==> src/rtl/alu_exec.sv <==
// alu_exec: datapath end of the ALU control interface.
//
// Combines a shift path (from lhs) and a bitwise logic path (from lhs/rhs
// through a 4-entry truth table) with a selectable carry-in, then registers
// the sum into a one-deep output stage with a valid/ready handshake.
// Also owns the architectural carry flag used by addc/incc/subb.
//
// Optional feature macro: ALU_OVERFLOW_FLAG_EN (adds registered signed
// overflow output `overflow`).
//
// Ports:
//   clk              system clock, rising edge
//   reset_n          synchronous active-low reset
//   in_valid         operation presented
//   in_ready         operation accepted when in_valid && in_ready
//   logic_op[3:0]    logic-unit truth table, indexed by {rhs[i], lhs[i]}
//   shift_select[1:0] lhs path: 00 pass, 01 shl, 10 shr, 11 zero
//   carry_select[1:0] carry-in: 00 zero, 01 carry flag, 10 one, 11 zero
//   lhs, rhs         operands
//   flag_load        restore carry flag from carry_in_restore (blocks accept)
//   carry_in_restore value loaded by flag_load
//   out_valid        result/flags valid
//   out_ready        downstream accepts result
//   result           registered result
//   carry            architectural carry flag (live register)
//   zero             registered result == 0
//   negative         registered result MSB
//   overflow         registered signed overflow (ALU_OVERFLOW_FLAG_EN only)

module alu_exec #(
    parameter int WIDTH = 8
) (
    input  logic             clk,
    input  logic             reset_n,
    input  logic             in_valid,
    output logic             in_ready,
    input  logic [3:0]       logic_op,
    input  logic [1:0]       shift_select,
    input  logic [1:0]       carry_select,
    input  logic [WIDTH-1:0] lhs,
    input  logic [WIDTH-1:0] rhs,
    input  logic             flag_load,
    input  logic             carry_in_restore,
    output logic             out_valid,
    input  logic             out_ready,
    output logic [WIDTH-1:0] result,
    output logic             carry,
    output logic             zero,
    output logic             negative
`ifdef ALU_OVERFLOW_FLAG_EN
    ,
    output logic             overflow
`endif
);

    logic [WIDTH-1:0] s_val;
    logic [WIDTH-1:0] l_val;
    logic             cin;
    logic [WIDTH:0]   sum_full;
    logic [WIDTH-1:0] sum;
    logic             cout;
    logic             accept;

    always_comb begin
        s_val = '0;
        unique case (shift_select)
            2'b00:   s_val = lhs;
            2'b01:   s_val = {lhs[WIDTH-2:0], 1'b0};
            2'b10:   s_val = {1'b0, lhs[WIDTH-1:1]};
            default: s_val = '0;
        endcase
    end

    always_comb begin
        l_val = '0;
        for (int i = 0; i < WIDTH; i++) begin
            l_val[i] = logic_op[{rhs[i], lhs[i]}];
        end
    end

    always_comb begin
        cin = 1'b0;
        unique case (carry_select)
            2'b01:   cin = carry;
            2'b10:   cin = 1'b1;
            default: cin = 1'b0;
        endcase
    end

    // Bit shifted out of the shift path is already gone here, so it never
    // reaches cout.
    assign sum_full = {1'b0, s_val} + {1'b0, l_val} + {{WIDTH{1'b0}}, cin};
    assign sum      = sum_full[WIDTH-1:0];
    assign cout     = sum_full[WIDTH];

    assign in_ready = reset_n && !flag_load && (!out_valid || out_ready);
    assign accept   = in_valid && in_ready;

    always_ff @(posedge clk) begin
        if (!reset_n) begin
            out_valid <= 1'b0;
            result    <= '0;
            carry     <= 1'b0;
            zero      <= 1'b0;
            negative  <= 1'b0;
        end else begin
            // flag_load and accept are mutually exclusive (in_ready low).
            if (flag_load) begin
                carry <= carry_in_restore;
            end
            if (accept) begin
                out_valid <= 1'b1;
                result    <= sum;
                carry     <= cout;
                zero      <= (sum == '0);
                negative  <= sum[WIDTH-1];
            end else if (out_ready) begin
                out_valid <= 1'b0;
            end
        end
    end

`ifdef ALU_OVERFLOW_FLAG_EN
    always_ff @(posedge clk) begin
        if (!reset_n) begin
            overflow <= 1'b0;
        end else if (accept) begin
            overflow <= (s_val[WIDTH-1] == l_val[WIDTH-1]) &&
                        (sum[WIDTH-1] != s_val[WIDTH-1]);
        end
    end
`endif

endmodule

==> config.mk <==
export PLATFORM = sky130hd
export DESIGN_NAME = alu_exec
export DESIGN_NICKNAME = d
export VERILOG_FILES = /design/src/rtl/alu_exec.sv
export SDC_FILE = /design/constraint.sdc
export NUM_CORES = 1
export LEC_CHECK = 0
export CAP_MARGIN = 20
export CORE_UTILIZATION = 48
export CTS_BUF_LIST = sky130_fd_sc_hd__clkbuf_8 sky130_fd_sc_hd__clkbuf_16
export CTS_CLUSTER_SIZE = 10
export DETAILED_ROUTE_END_ITERATION = 10
export PLACE_DENSITY = 0.85
export SLEW_MARGIN = 20
export SYNTH_ARGS = -nofsm -noshare
export SYNTH_HDL_FRONTEND = slang
export SYNTH_SLANG_ARGS = --single-unit
==> constraint.sdc <==
create_clock -name clk -period 5.4 [get_ports clk]
set_clock_uncertainty 0.1 [all_clocks]
set_input_delay 1.08 -clock clk [delete_from_list [all_inputs] [get_ports clk]]
set_output_delay 1.08 -clock clk [all_outputs]
set_load 0.01 [all_outputs]
* Word level (Yosys, flattened, before mapping)
Cells that the tools add are included.
** Cells by class
- Equality and inequality tests :: 4
- Reduce and logical (&&, ||, !) cells :: 10
- $add $sub $neg :: 2
- Order comparisons :: 8
- Mux-type cells :: 22
** Operators with widths (count)
- 2-bit by 3-bit less-than comparator with 1-bit output, second input constant :: 8
- 8-bit case mux with 3 select lines :: 1
- 1-bit binary-select mux with 2-bit select :: 8
- 1-bit two-way mux :: 12
- 8-bit by 8-bit adder with 9-bit output :: 1
- 9-bit by 1-bit adder with 9-bit output :: 1
- 8-bit logical NOT :: 1
- 2-bit by 1-bit equality test with 1-bit output, second input constant :: 2
- 2-bit equality test, second input constant :: 2
- 2-bit nonzero test :: 2
- 1-bit logical AND :: 3
- 1-bit logical NOT :: 2
- 2-bit logical NOT :: 1
- 1-bit case mux with 2 select lines :: 1
- 1-bit logical OR :: 1
** Word-level totals
- Register bits :: 12
- Output and inout bits :: 13

* Depth between registers and ports, before layout
Gate-level depths: netlist (run 1).
- Depth after elaboration :: 5
- Mapped depth :: 12
- Depth with buffers taken out :: 12

* Worst setup path before layout (run 1)
Ideal clock, no wire load.
- Path kind :: input to register
- Start :: in lhs[0]
- End :: reg result[6]
- Arrival :: 3.228 ns
- Path buffers :: 0
- Stages on the path :: 9
- Path slack :: 2.012 ns
- Path through :: mux4_2 -> fa_1 -> inv_1 -> fa_1 -> nor2b_4 -> o31a_1 -> o311a_1 -> o31ai_1 -> and2_1
** Between the ends
- Word-level cells in the longest chain between the ends :: 4
- Elaborated cells on any way between the ends :: 5
- Classes of those cells :: add/sub (2); mux (3)
** RTL lines
- start: declaration :: line 40 : input logic [WIDTH-1:0] lhs,
- 1-bit binary-select mux with 2-bit select :: line 77 : l_val[i] = logic_op[{rhs[i], lhs[i]}];
- 1-bit two-way mux (not written as such) :: line 77
- 8-bit by 8-bit adder with 9-bit output (*) :: line 92 : assign sum_full = {1'b0, s_val} + {1'b0, l_val} + {{WIDTH{1'b0}}, cin};
- 9-bit by 1-bit adder with 9-bit output (*) :: line 92
- end signal: assignment :: line 113 : result <= sum;
- end: declaration :: line 46 : output logic [WIDTH-1:0] result,
Mark *: on every way between the ends. The rest lies on a longest branch, timed or not. The select of a mux whose other input is x is not followed.
A chain may end at the register's enable or synchronous reset.

* Final worst setup path (run 1)
- Start :: in shift_select[1]
- End :: reg result[6]
** Between the ends
- Word-level cells in the longest chain between the ends :: 4
- Elaborated cells on any way between the ends :: 6
- Classes of those cells :: add/sub (2); eq/ne (2); mux (1); reduce/logical (1)
** RTL lines
- start: declaration :: line 38 : input logic [1:0] shift_select,
- 2-bit equality test, or another cell as far along :: line 66 : unique case (shift_select)
- 8-bit case mux with 3 select lines (*) :: line 66
- 8-bit by 8-bit adder with 9-bit output (*) :: line 92
- 9-bit by 1-bit adder with 9-bit output (*) :: line 92
Mark *: on every way between the ends. The rest lies on a longest branch, timed or not.

==> flow_summary.yaml, run 1 <==
status:
  status: "finished, final reports clean"
clock_tree:
  cts-resized-gates: 0
  clk_latency_ns: 0.24
  cts.sinks: 11
  cts_tree: "built"
  postCtsHoldBufs: 0
  cts_max_path_buffers: 2
  htree_levels: 1
  cts_setup_buffers: 0
  root_buffer: "clkbuf_8"
  cts_buffers: 3
  clk_pin_slew_ns: 0.05
final_layout:
  nets: 218
  area_delta_synth_final_pct: 39.7
  fin_area_sq_um: 1650
  n_antenna_cell: 0
  layout-drive-gt1-share_pct: 9.66
  stdcell_count: 204
  fill_cells: 194
floorplanning:
  ios: 43
  fp.dieW_um: 51.7
  die_h_um: 51.7
  core_area_sq_um: 2280
  initial_core_util_pct: 52.0
  fp.dieArea_sq_um: 2670
  num_rows: 17
setup_path:
  startpoint_type: "primary input"
  endpoint_kind: "register"
  worstPathMaxFanout: 14
  critical_path_class: "primary input to register"
  crit_arrival_ns: 3.98
  worstPathRequired_ns: 5.48
grt:
  grt_first_pass_wirelength_um: 4510
  top_usage_layer: "met2"
  use_met2_pct: 42.0
  first_global_vias: 1106
  antenna_found_initial: 0
  gr-usage-met3_pct: 2.63
  overflow: 0
  track_usage_pct: 21.7
  grt_max_degree: 20
  met1_usage_pct: 24.3
sta:
  grt_setup_unrepaired: "false"
  min_period_over_period_pct: 72.2
  relSlewSlack_pct: 68.1
  hold_viol: 0
  finalSetupTns_ns: 0
  fmax_mhz: 257
  setup_ws_ns: 1.50
  setup_viol: 0
  layout_min_cycle_time_ns: 3.90
  finalMaxSlewViolations: 0
  worstMarginPinSlew_ns: 0.477
synthesis:
  synth_top_family_by_area: "simple AND/OR/NAND/NOR gates"
  yosys-top-cells-count: "nand2_1 (18), a21oi_1 (11), dfxtp_1 (11), o21ai_0 (10), ha_1 (9)"
  synth_area_sq_um: 1180
  synth.most_common_cell: "nand2_1"
  synth_xor_area_share_pct: 1.48
  synth_top_cell_by_area: "dfxtp_1"
  synth-adder-area-share_pct: 12.9
  synthSimpleGateAreaFrac_pct: 23.2
  ys.flop_type: "dfxtp_1"
  yosysSeqAreaShare_pct: 18.6
  synth_top_area_share_pct: 18.6
  synth_cell_types: 37
  synth-compound-area-share_pct: 21.1
  ys_seq_elements: 11
  synth_warnings: 0
  synthesis.nets: 176
  synthCells: 135
  synthMuxAreaShare_pct: 18.6
  synthArstFlopShare_pct: 0
  synth_top_cells_by_area: "dfxtp_1 (19%), mux4_2 (15%), ha_1 (9.5%)"
  synth-edff-count: 0
  avgSynthCellArea_sq_um: 8.77
detailed_routing:
  drt-pass1-iter-count: 5
  wl_per_cell_um: 12.2
  ant_nets: 0
  vias_per_cell: 5.59
  via_count: 1141
  drtIter0Drc: 14
  drc: 0
  drt_wl_total_um: 2490
pwr:
  peakVddDrop_v: 0.000166
  power_density_nw_per_um2: 188
  leakagePower_nw: 0.662
placement:
  place_inst: 200
  gp_congestion: 0.733
  placed_area_sq_um: 1610
  pre_cts_ws_ns: 1.29
  io_buffer_count: 42
  place_hpwl_um: 2140
flow_run:
  drv_cap: 0
hold_path:
  hold_path.class: "register to register"
==> power by group <==
part           switching [W]  internal [W]  total (W)
clock network      0.0000296     0.0000498  0.0000794
logic              0.0000651     0.0000777   0.000143
registers         0.00000275     0.0000859  0.0000886
==> layout by cell type, fill, tap and decap left out, types with 6 or more instances in the layout <==
cell             Yosys  layout
ha_1                 9       9
nand2_1             18      18
dfxtp_1             11      11
mux4_2               8       8
o21ai_0             10      10
a21oi_1             11      11
inv_1                5       6
clkdlybuf4s50_1      0      42
nor2b_1              8       8
==> state kept, by name, indices dropped and copies added (netlist names) <==
signal / flops
out_valid: 1
carry: 1
zero: 1
result: 8
==> per-stage QoR <==
step	util, %	hold WS (ns)	total power [W]
after detailed placement	70.7	0.362	0.000232
after CTS	72.7	0.368	0.000312
after global placement	70.7	0.356	0.000228
after floorplan	-	0.385	0.000181
after global routing	72.7	0.391	0.000334
final	72.7	0.366	0.000311
==> path summary, 6_finish.rpt <==
path	slack, ns	from	end	cells after the start
setup / recovery	1.50	shift_select[1]	result[6]	12
hold / removal	0.37	zero	zero	2
setup reg to reg	2.98	carry	result[6]	10
hold reg to reg	0.37	zero	zero	2
==> routing by layer <==
layer | vias to the layer above | share of wire (%)
met5 | - | 0
met4 | 0 | 1.0
met3 | 3 | 6.0
met2 | 51 | 50
met1 | 507 | 42
li1 | 580 | -
==> worst max-delay path, cell delays in order <==
cell	delay [ns]
clkdlybuf4s50_1	0.77
nor2b_1	0.13
a21oi_1	0.14
nor2_1	0.07
fa_1	0.45
inv_1	0.08
fa_1	0.24
nor2b_4	0.06
o31a_1	0.27
o311a_1	0.33
o31ai_1	0.21
and2_1	0.15
==> logic make-up (layout without fill, tap and decap cells) <==
| kind of cell | Yosys count | after routing |
|---|---|---|
| AOI/OAI and AO/OA | 40 | 40 |
| xor gates and xnor gates | 2 | 2 |
| adders and majority gates | 11 | 11 |
| buffers and inverters | 10 | 51 |
| DFF | 11 | 11 |
| muxes | 12 | 12 |
| and+or+nand+nor | 49 | 49 |
==> layout make-up <==
cell class | count | area (sq um) | share of cell area, %
well taps | 28 | 35.0 | 2.12
repair buffers | 42 | 420 | 25.4
inverters | 5 | 18.8 | 1.13
clock buffers | 3 | 41.3 | 2.50
clock inverters | 1 | 3.75 | 0.227
multi-input cells | 114 | 915 | 55.3
flip-flops and latches | 11 | 220 | 13.3
No activity file was read; power rests on OpenSTA's default activity.
==> run 2, diff against run 1 <==
--- a/config.mk
+++ b/config.mk
@@ -6,11 +6,11 @@
 export NUM_CORES = 1
 export LEC_CHECK = 0
 export CAP_MARGIN = 20
-export CORE_UTILIZATION = 48
+export CORE_UTILIZATION = 45
 export CTS_BUF_LIST = sky130_fd_sc_hd__clkbuf_8 sky130_fd_sc_hd__clkbuf_16
 export CTS_CLUSTER_SIZE = 10
 export DETAILED_ROUTE_END_ITERATION = 10
-export PLACE_DENSITY = 0.85
+export PLACE_DENSITY = 0.81
 export SLEW_MARGIN = 20
 export SYNTH_ARGS = -nofsm -noshare
 export SYNTH_HDL_FRONTEND = slang
==> constraint.sdc (replaced) <==
create_clock -name clk -period 4 [get_ports clk]
set_clock_uncertainty 0.1 [all_clocks]
set_input_delay 0.8 -clock clk [delete_from_list [all_inputs] [get_ports clk]]
set_output_delay 0.8 -clock clk [all_outputs]
set_load 0.01 [all_outputs]
==> run 2 against run 1 <==
Compared with the run above:
- via count grew 1.9%
- register-to-register slack worse by 1.4 ns
- hold slack gained 0.0081 ns
- sequential share of layout area shrank 0.20 points
- critical path depth shrank 2
- cell count grew 2.5%
- final area increased by 1.5%
- global-route usage fell by 0.65 points
- first-iteration DRC count down 21%
- combinational power increased by 38%
- core utilization down 4.9 points
- highest routed layer is now met3
==> flow_summary.yaml, run 2 (same netlist as run 1, synthesis figures left out) <==
sta:
  fmax_mhz: 282
  relSlewSlack_pct: 81.2
  worstMarginPinSlew_ns: 0.280
  hold_viol: 0
  layout_min_cycle_time_ns: 3.55
  finalMaxSlewViolations: 0
  setup_viol: 0
  setup_ws_ns: 0.453
  min_period_over_period_pct: 88.7
  grt_setup_unrepaired: "false"
  finalSetupTns_ns: 0
grt:
  overflow: 0
  grt_first_pass_wirelength_um: 4460
  antenna_found_initial: 0
  grt_max_degree: 20
  track_usage_pct: 21.1
  first_global_vias: 1096
clock_tree:
  cts_tree: "built"
  cts.sinks: 11
  htree_levels: 1
  clk_pin_slew_ns: 0.05
  cts_max_path_buffers: 2
  clk_latency_ns: 0.23
  postCtsHoldBufs: 0
  root_buffer: "clkbuf_8"
  cts_setup_buffers: 0
  cts-resized-gates: 0
  cts_buffers: 3
pwr:
  p_total_w: 0.000424
  leakagePower_nw: 0.676
  peakVddDrop_v: 0.000182
  power_density_nw_per_um2: 252
final_layout:
  top_register: "result"
  layout-drive-gt1-share_pct: 11.2
  mostFrequentLayoutCells: "clkdlybuf4s50_1 (42), nand2_1 (18), a21oi_1 (11), dfxtp_1 (11), o21ai_0 (10)"
  nets: 221
  final_core_util_pct: 67.8
  n_antenna_cell: 0
  fin_area_sq_um: 1680
  area_delta_synth_final_pct: 41.9
  largest_register_ff_count: 8
  final_common_cell: "clkdlybuf4s50_1"
setup_path:
  worstPathMaxFanout: 8
  max_stage_delay_ns: 0.53
  startpoint_type: "primary input"
  cp_common_cell: "fa_1"
  critical_path_class: "primary input to register"
  crit_arrival_ns: 3.63
  critPathSlowestCell: "mux4_2"
  worstPathRequired_ns: 4.08
  cp_cell_sequence: "clkdlybuf4s50_1 -> mux4_2 -> fa_1 -> inv_1 -> fa_1 -> nor2b_4 -> o31a_1 -> o311a_1 -> o31ai_1 -> and2_1"
  endpoint_kind: "register"
  reg2reg_depth: 10
floorplanning:
  die_h_um: 53.3
  initial_core_util_pct: 47.8
  fp.dieW_um: 53.3
  ios: 43
  fp.dieArea_sq_um: 2840
  num_rows: 18
  core_area_sq_um: 2480
placement:
  io_buffer_count: 42
  place_hpwl_um: 2270
  pre_cts_ws_ns: 0.209
  gp_congestion: 0.787
  placed_area_sq_um: 1630
status:
  status: "finished, final reports clean"
detailed_routing:
  drtIter0Drc: 11
  wl_per_cell_um: 12.7
  vias_per_cell: 5.56
  drt_wl_total_um: 2650
  ant_nets: 0
  via_count: 1163
  drt-pass1-iter-count: 4
  drc: 0
flow_run:
  drv_cap: 0
hold_path:
  hold_depth: 2
  hold_path.class: "register to register"
[run 2: cell types whose count changed in the layout (fill, tap and decap cells not counted), sizes merged]
| cell | change |
|---|---|
| buf | +3 |
[run 2: layout make-up]
type	count	area, sq um
multi-input combinational	114	915
fill	205	798
timing repair buffer	45	443
sequential	11	220
clock buffer	3	41.3
tap	30	37.5
inverter	5	18.8
clock inverter	1	3.75
[run 2: worst paths after layout]
path,slack (ns),to,startpoint
max,0.45,result[6],logic_op[3]
min,0.37,result[0],result[0]
max reg2reg,1.56,result[6],carry
min reg2reg,0.37,result[0],result[0]
[run 2: power breakdown]
part / switching (W) / internal [W] / total [W]
registers: 0.00000346 / 0.000116 / 0.000119
clock network: 0.0000400 / 0.0000672 / 0.000107
logic: 0.0000901 / 0.000107 / 0.000197
total: 0.000133 / 0.000290 / 0.000424
[run 2: worst max-delay path: cells and delay by family]
kind / cells / cell delay, ns
AO/OA/AOI/OAI: 3 / 0.83
adder cells (fa/ha/maj): 2 / 0.67
AND/OR/NAND/NOR: 2 / 0.20
buffers and inverters: 2 / 0.60
multiplexers: 1 / 0.53
[run 2: routing by layer]
metal	share of wire (%)	track usage, %
met4	0	7.89
met2	53	40.6
met1	41	21.6
met5	0	0
met3	6.2	4.60
[run 2: through the flow]
| step | std cells | hold slack, ns |
|---|---|---|
| after floorplan | 135 | 0.385 |
| after detailed placement | 205 | 0.369 |
| final | 209 | 0.375 |
| after CTS | 209 | 0.376 |
| after global placement | 205 | 0.355 |
| after global routing | 209 | 0.402 |
